### src/rtl/pipeline_skid_stage.sv
// -----------------------------------------------------------------------------
// pipeline_skid_stage
//
// Elastic pipeline stage with an N-entry circular buffer. It replaces the older
// stage that had a single overflow slot. Each accepted beat gets stage_offset
// added to its address. The stage forwards ID, valid and flush information, so
// stages can be chained on the address/ID pipeline.
//
// Backpressure:
//   - out_stall is asserted only while the buffer is full.
//   - out_stall is derived from registered state alone. There is no
//     combinational path from in_stall to out_stall.
//
// Flush-by-ID:
//   - When in_flush is high, every stored valid entry whose ID equals
//     in_flush_id is turned into a hole.
//   - A hole head is dropped in the cycle after it reaches the head, whether
//     or not in_stall is high.
//
// Handshake (valid/ready semantics):
//   - Upstream: a beat is taken at a rising edge when in_valid && !out_stall.
//     While out_stall is high, upstream holds its beat.
//   - Downstream: the head beat is taken at a rising edge when
//     out_valid && !in_stall.
//
// Optional feature:
//   - Macro PIPE_STAGE_STATS_EN adds two saturating statistics counters:
//     stat_stall_cycles and stat_flushed.
//
// Parameters:
//   ADDR_W  address width (address arithmetic wraps mod 2^ADDR_W)
//   ID_W    transaction ID width
//   DEPTH   buffer entries, power of 2, >= 2
//   CNT_W   statistics counter width
//
// Ports:
//   clk, reset                 rising-edge clock, async active-high reset
//   stage_offset               added to in_address on acceptance
//   in_address/in_id/in_valid  upstream beat
//   out_stall                  buffer full, upstream must hold
//   in_flush/in_flush_id       flush request and the ID to flush
//   out_address/out_id/out_valid  head entry (address/ID are 0 when not valid)
//   out_flush/out_flush_id     flush request delayed one cycle
//   in_stall                   downstream stall
//   out_count                  occupied slots, holes included
//   stat_stall_cycles, stat_flushed  (PIPE_STAGE_STATS_EN only)
// -----------------------------------------------------------------------------
module pipeline_skid_stage #(
  parameter int ADDR_W = 32,
  parameter int ID_W   = 4,
  parameter int DEPTH  = 2,
  parameter int CNT_W  = 16
) (
  input  logic                       clk,
  input  logic                       reset,
  input  logic [ADDR_W-1:0]          stage_offset,
  input  logic [ADDR_W-1:0]          in_address,
  input  logic [ID_W-1:0]            in_id,
  input  logic                       in_valid,
  output logic                       out_stall,
  input  logic                       in_flush,
  input  logic [ID_W-1:0]            in_flush_id,
  output logic [ADDR_W-1:0]          out_address,
  output logic [ID_W-1:0]            out_id,
  output logic                       out_valid,
  output logic                       out_flush,
  output logic [ID_W-1:0]            out_flush_id,
  input  logic                       in_stall,
`ifdef PIPE_STAGE_STATS_EN
  output logic [CNT_W-1:0]           stat_stall_cycles,
  output logic [CNT_W-1:0]           stat_flushed,
`endif
  output logic [$clog2(DEPTH+1)-1:0] out_count
);

  localparam int PTR_W    = $clog2(DEPTH);
  localparam int CNT_BITS = $clog2(DEPTH+1);

  // ---------------------------------------------------------------------------
  // Storage
  // ---------------------------------------------------------------------------
  logic [ADDR_W-1:0]   addr_q [DEPTH];
  logic [ID_W-1:0]     id_q   [DEPTH];
  logic [DEPTH-1:0]    vld_q;
  logic [PTR_W-1:0]    head_q;
  logic [PTR_W-1:0]    tail_q;
  logic [CNT_BITS-1:0] count_q;

  logic                full;
  logic                empty;
  logic                head_vld;
  logic                accept;
  logic                pop_valid;
  logic                pop_hole;
  logic                pop;
  logic                in_hit;
  logic [DEPTH-1:0]    flush_hit;
  logic [ADDR_W-1:0]   new_addr;

  // ---------------------------------------------------------------------------
  // Handshake and pop decisions
  // ---------------------------------------------------------------------------
  assign full      = (count_q == CNT_BITS'(DEPTH));
  assign empty     = (count_q == '0);
  assign head_vld  = vld_q[head_q];
  assign accept    = in_valid && !full;

  // A valid head leaves only when downstream takes it. A hole head is dropped
  // unconditionally, so holes never block the stage behind a stall.
  assign pop_valid = !empty && head_vld && !in_stall;
  assign pop_hole  = !empty && !head_vld;
  assign pop       = pop_valid || pop_hole;

  assign new_addr  = in_address + stage_offset;

  // ---------------------------------------------------------------------------
  // Flush matching
  // ---------------------------------------------------------------------------
  // Slots that are not occupied always carry vld=0, because a pop clears the
  // bit. So matching on vld alone is enough to find occupied entries.
  always_comb begin
    flush_hit = '0;
    for (int i = 0; i < DEPTH; i++) begin
      flush_hit[i] = in_flush && vld_q[i] && (id_q[i] == in_flush_id);
    end
  end

  // An incoming beat that matches the flush is consumed but stored as a hole.
  assign in_hit = accept && in_flush && (in_id == in_flush_id);

  // ---------------------------------------------------------------------------
  // Buffer state
  // ---------------------------------------------------------------------------
  always_ff @(posedge clk or posedge reset) begin
    if (reset) begin
      head_q  <= '0;
      tail_q  <= '0;
      count_q <= '0;
      vld_q   <= '0;
      for (int i = 0; i < DEPTH; i++) begin
        addr_q[i] <= '0;
        id_q[i]   <= '0;
      end
    end else begin
      // Flush first.
      for (int i = 0; i < DEPTH; i++) begin
        if (flush_hit[i]) vld_q[i] <= 1'b0;
      end

      // Pop clears the head slot. This may override a flush of the same slot,
      // which is harmless: a valid head popped now counts as delivered.
      if (pop) begin
        vld_q[head_q] <= 1'b0;
        head_q        <= head_q + PTR_W'(1);
      end

      // The tail slot is free whenever accept is true, so this write never
      // collides with the flush or pop updates above.
      if (accept) begin
        addr_q[tail_q] <= new_addr;
        id_q[tail_q]   <= in_id;
        vld_q[tail_q]  <= !in_hit;
        tail_q         <= tail_q + PTR_W'(1);
      end

      case ({accept, pop})
        2'b10:   count_q <= count_q + CNT_BITS'(1);
        2'b01:   count_q <= count_q - CNT_BITS'(1);
        default: count_q <= count_q;
      endcase
    end
  end

  // ---------------------------------------------------------------------------
  // Flush forwarding
  // ---------------------------------------------------------------------------
  always_ff @(posedge clk or posedge reset) begin
    if (reset) begin
      out_flush    <= 1'b0;
      out_flush_id <= '0;
    end else begin
      out_flush    <= in_flush;
      out_flush_id <= in_flush_id;
    end
  end

  // ---------------------------------------------------------------------------
  // Outputs
  // ---------------------------------------------------------------------------
  assign out_valid   = !empty && head_vld;
  assign out_address = out_valid ? addr_q[head_q] : '0;
  assign out_id      = out_valid ? id_q[head_q]   : '0;
  assign out_stall   = full;
  assign out_count   = count_q;

`ifdef PIPE_STAGE_STATS_EN
  // ---------------------------------------------------------------------------
  // Statistics counters (saturating)
  // ---------------------------------------------------------------------------
  logic [CNT_BITS:0] flushed_now;
  logic [CNT_W:0]    stall_sum;
  logic [CNT_W:0]    flush_sum;

  // Count the entries invalidated this cycle. A valid head that is delivered
  // in the flush cycle is excluded from the count.
  always_comb begin
    flushed_now = '0;
    for (int i = 0; i < DEPTH; i++) begin
      if (flush_hit[i] && !(pop_valid && (head_q == PTR_W'(i)))) begin
        flushed_now = flushed_now + (CNT_BITS+1)'(1);
      end
    end
    if (in_hit) flushed_now = flushed_now + (CNT_BITS+1)'(1);
  end

  assign stall_sum = {1'b0, stat_stall_cycles} + (CNT_W+1)'(1);
  assign flush_sum = {1'b0, stat_flushed} + (CNT_W+1)'(flushed_now);

  always_ff @(posedge clk or posedge reset) begin
    if (reset) begin
      stat_stall_cycles <= '0;
      stat_flushed      <= '0;
    end else begin
      if (out_valid && in_stall) begin
        stat_stall_cycles <= stall_sum[CNT_W] ? '1 : stall_sum[CNT_W-1:0];
      end
      stat_flushed <= flush_sum[CNT_W] ? '1 : flush_sum[CNT_W-1:0];
    end
  end
`endif

endmodule

### config.mk
export PLATFORM = sky130hd
export DESIGN_NAME = pipeline_skid_stage
export DESIGN_NICKNAME = d
export VERILOG_FILES = /design/src/rtl/pipeline_skid_stage.sv
export SDC_FILE = /design/constraint.sdc
export NUM_CORES = 1
export LEC_CHECK = 0
export BUFFER_PORTS_ARGS = -buffer_cell sky130_fd_sc_hd__buf_2
export CORE_ASPECT_RATIO = 0.8
export CORE_MARGIN = 2
export CORE_UTILIZATION = 55
export CTS_BUF_LIST = sky130_fd_sc_hd__clkbuf_4 sky130_fd_sc_hd__clkbuf_8 sky130_fd_sc_hd__clkbuf_16
export DETAILED_ROUTE_END_ITERATION = 8
export GPL_ROUTABILITY_DRIVEN = 0
export HOLD_SLACK_MARGIN = 0.06
export PLACE_DENSITY = 0.81
export SKIP_CTS_REPAIR_TIMING = 1
export SLEW_MARGIN = 0
export SYNTH_ARGS = -nofsm -noshare
export SYNTH_HDL_FRONTEND = slang
export SYNTH_SLANG_ARGS = --single-unit
export TNS_END_PERCENT = 30
### constraint.sdc
create_clock -name clk -period 3.5 [get_ports clk]
set_input_delay 0 -clock clk [delete_from_list [all_inputs] [get_ports clk]]
set_output_delay 0 -clock clk [all_outputs]
set_load 0.02 [all_outputs]
* Yosys cells after proc, flatten, opt, wreduce, memory -nomap -nowiden
Index checks and enable logic that the tools add are counted.
** Word-level totals
- Register bits :: 83
- Input bits :: 77
- Output and inout bits :: 45
- Word-level logic and storage cells :: 79
** Cells by class
- $add $sub $neg :: 5
- Order comparisons :: 7
- Equality and inequality tests :: 6
- Mux-type cells :: 26
- Bitwise logic cells :: 4
- Reductions and logical operators :: 21
** Operators with widths (number)
- $mux 32 :: 5
- $bwmux 64 :: 1
- $add 32x32->32 :: 1
- $demux 32 s1 :: 1
- $mux 4 :: 5
- $logic_and 1x1->1 :: 13
- $eq 4x4->1 :: 3
- $bwmux 8 :: 1
- $mux 1 :: 6
- $logic_not 1->1 :: 5
- $demux 4 s1 :: 1
- $eq 2x2->1 const B :: 2
- $ge 2x2->1 const B :: 2
- $lt 1x2->1 const B :: 2
- $mux 2 :: 2
- $not 1->2 :: 2
- $pmux 2 s2 :: 1
- $add 1x1->1 const B :: 2
- $add 2x1->2 const B :: 1
- $and 2x2->2 :: 1
- $bwmux 2 :: 1
- $demux 1 s1 :: 2
- $eq 2x1->1 const B :: 1
- $ge 1x1->1 const B :: 2
- other kinds (6) :: 6

* Logic depth before layout (Yosys ltp)
- Depth after elaboration :: 9
- Depth in mapped cells :: 10
- Gate-level depth less buffers :: 10

* Least setup slack after synthesis
OpenSTA, ideal clock, no wires.
- Kind :: input to register
- Start :: input port stage_offset[0]
- End :: register addr_q[20] (netlist bit)
- Library setup time :: 0.125 ns
- Arrival time :: 2.251 ns
- Data required time :: 3.375 ns
- Path slack :: 1.125 ns
- Stages on the path :: 10
- Buffers on the path :: 0
- Path through :: ha_1 -> fa_1 -> a21o_2 -> a221oi_2 -> o211ai_2 -> a41oi_2 -> o21ai_1 -> a221oi_2 -> xnor2_1 -> mux2_2
** On the way
- Cells in the longest elaborated chain, start to end :: 2
** RTL lines
- start, declared :: RTL line 56 : input logic [ADDR_W-1:0] stage_offset,
- $add 32x32->32 :: RTL line 114 : assign new_addr = in_address + stage_offset;
- $bwmux 64 :: RTL line 160 : addr_q[tail_q] <= new_addr;
- end signal, assigned by index :: RTL line 160
- end, declared :: RTL line 82 : logic [ADDR_W-1:0] addr_q [DEPTH];
No other way between the ends.
A chain may end at the register's enable or synchronous reset.

* Worst setup path in the final report
- Start :: input port in_address[0]
- End :: register addr_q[56] (netlist bit)
** On the way
- Cells in the longest elaborated chain, start to end :: 2
** RTL lines
- start, declared :: RTL line 57 : input logic [ADDR_W-1:0] in_address,
- $add 32x32->32 :: RTL line 114
- $bwmux 64 :: RTL line 160
No other way between the ends.

==> summary.txt <==
Power
  • Static Leak: ~3.3 nW
  • Power density over the cells: 775 nW/µm²
  • VDD IR max: ~310 µV
  • Tot Pwr: 5.11 mW

Clock tree
  • Sink Count: 83
  • H-tree depth: 3
  • CTS root buf: clkbuf_16
  • Clk Latency, worst-skew pair: about 0.34 ns
  • TritonCTS clock tree: yes
  • CTS Buf Count: 9
  • Clk buf depth: 2
  • Reg clk slew, reported paths: about 0.06 ns

STA
  • Final Critical Period: around 3 ns
  • Slew headroom: 0.337
  • RSZ-0062 raised after global routing: false
  • Worst Max-Slew Pin Slew: 0.994 ns
  • Setup ws final: 0.435 ns
  • Final Hold Viols: 0
  • Fin crit share: 0.876
  • # setup viols final: 0
  • Max Slew Vio Count: 0
  • Worst Skew: a little over 0.009 ns
  • Fmax: approximately 330 MHz
  • Setup TNS: 0 ns

Worst setup path
  • Crit path launch type: input port
  • Worst Path Max Fanout: 4
  • Crit Reg-Reg Startpoint: out_count[0]
  • Critical Path Sink Type: flip-flop
  • Worst reg-to-reg path cell count: 4
  • CP required: approximately 3.7 ns
  • FF-to-FF End: addr_q[61]
  • Critical path type: input port to flip-flop
  • Arrival time at the worst endpoint: 3.28 ns
  • Reg2Reg Setup Slack: 1.16 ns
  • Worst setup endpoint: addr_q[56]
  • Crit. Startpoint: in_address[0]

Global route
  • Pin count of the biggest net entering global routing: between 50 and 60
  • First-pass GRT wire length: about 22,000 µm
  • Number of global-route vias before repair: around 4.7k
  • Total GRT Usage: 0.260
  • Initial antenna violation count: 0
  • GRT Residual Overflow: 0

Synthesis
  • Ys flop type: dfrtp_1
  • Syn Nets: between 600 and 700
  • Yosys warns: 0
  • EDFF count, synth: 0
  • Yosys cell types: 56
  • Synth Cell Area: around 5500 µm²
  • Synth Instances: approximately 600
  • Register area share after synthesis: 0.380
  • #FFs+latches synth: 83
  • Async SR Flop Fraction: 1.00
  • Synthesized area per cell: slightly above 9 µm²

Placed design
  • Dpl hpwl: about 10000 µm
  • PortBufs: 121
  • Post-place setup slack: between 0.6 and 0.7 ns

Hold path
  • Hold Crit Class: input port to flip-flop

Floorplanning
  • Die H: 93.1 µm
  • Die ar.: ~11,000 µm²
  • Num rows: 32
  • Boundary Pins: 122
  • Core ar.: about 9600 µm²
  • Starting Density: 0.566
  • Die X-Extent: 115 µm

Run status
  • Run status: finished, final reports clean

Route
  • DR vias/cell: roughly 5.6
  • Initial drt markers: about 360
  • Wire length per cell: approximately 16 µm
  • ANT nets after route: 0
  • Total number of vias: roughly 4.8k
  • Drt total wl: roughly 14,000 µm
  • DRC Markers: 0
  • Drt pass-1 iters: 5

Layout
  • Layout Utilization: 0.683
  • Multi-input logic area: 3230 µm²
  • Share of post-route cells with drive strength above 1: 0.282
  • Nets: roughly 800
  • Diode count: 0
  • Fillers: 751
  • Register area: between 2000 and 2500 µm²
  • Syn-to-layout area delta: 20.7%

Job
  • Max-capacitance violation count: 0
## worst max-delay path, cell delays in order
cell and delay [ns]:
dlygate4sd3_1 0.53, buf_2 0.12, ha_1 0.20, fa_1 0.41
a21o_2 0.25, a221oi_2 0.38, o211ai_2 0.22, a21oi_2 0.28
o21ai_0 0.20, a311oi_1 0.31, nor2_1 0.10, mux2_2 0.28
## flip-flops by register name, indices dropped and copies added, names as in the netlist
signal and flops:
addr_q 64, head_q 1, id_q 8, out_count 2, out_flush 1, out_flush_id 4, tail_q 1, vld_q 2
## how the worst min path moves through the flow
stage                  startpoint   endpoint  cells past startpoint
detailed placement       in_flush  out_flush                      1
global placement         in_flush  out_flush                      1
finish              in_address[1]  addr_q[1]                      4
CTS                      in_flush  out_flush                      1
floorplan                in_flush  out_flush                      0
global route        in_address[1]  addr_q[1]                      4
## cells by family after synthesis
| family | count (synthesis) | synth area share |
|---|---|---|
| simple gates | 207 | 0.162 |
| compound gates | 108 | 0.143 |
| flops | 83 | 0.380 |
| mux | 71 | 0.138 |
| xor+xnor | 44 | 0.0706 |
| buf+inv | 41 | 0.0291 |
| fa+ha+maj | 33 | 0.0770 |
## cells in the final DEF, fill, tap and decap left out, drive strengths merged, types with 19 or more instances in the layout
cell     n
a21o    19
mux2i   37
nand2  113
mux2    34
o21ai   31
buf    129
dfrtp   83
nor2    51
xor2    22
xnor2   22
a21oi   25
ha      32
## area by class of cell
cell class,instances,area share
timing repair buffer,142,0.121
tap,136,0.0258
multi-input combinational,463,0.491
inverter,9,0.00532
clock inverter,2,0.00209
sequential,83,0.315
clock buffer,14,0.0399
## stage by stage
step | cells | instance area, µm² | hold WS [ns]
6_report | 849 | 6590 | 0.101
5_1_grt | 849 | 6590 | 0.139
4_1_cts | 836 | 6460 | -0.193
3_5_place_dp | 820 | 6180 | 0.153
3_3_place_gp | 820 | 6180 | 0.153
2_1_floorplan | 587 | 5460 | 0.0314
## synth_stat cells (all sizes together), types with 9 or more instances
| master | number | area [µm²] |
|---|---|---|
| mux2 | 34 | 383 |
| inv | 9 | 33.8 |
| nand3 | 9 | 45.0 |
| xor2 | 22 | 193 |
| dfrtp | 83 | 2080 |
| xnor2 | 22 | 193 |
| a21oi | 25 | 133 |
| a21o | 19 | 144 |
| nand2 | 113 | 427 |
| o21ai | 31 | 166 |
| ha | 32 | 400 |
| mux2i | 37 | 370 |
| clkbuf | 25 | 93.8 |
| nor2 | 51 | 191 |
## metal layers
metal  global-route usage  vias to the layer above  part of all wire
met3               0.0473                       14             0.053
met5                    0                        -                 0
li1                     -                     2290                 -
met2                0.431                      173              0.47
met1                0.354                     2295              0.46
met4               0.0663                        0             0.011
## power breakdown
part / total (mW) / internal (mW) / switching [mW]
Sequential: 1.69 / 1.42 / 0.269
Combinational: 2.53 / 1.04 / 1.50
Clock: 0.884 / 0.521 / 0.363
Total: 5.11 / 2.98 / 2.13
No activity file was read; power rests on OpenSTA's default activity.
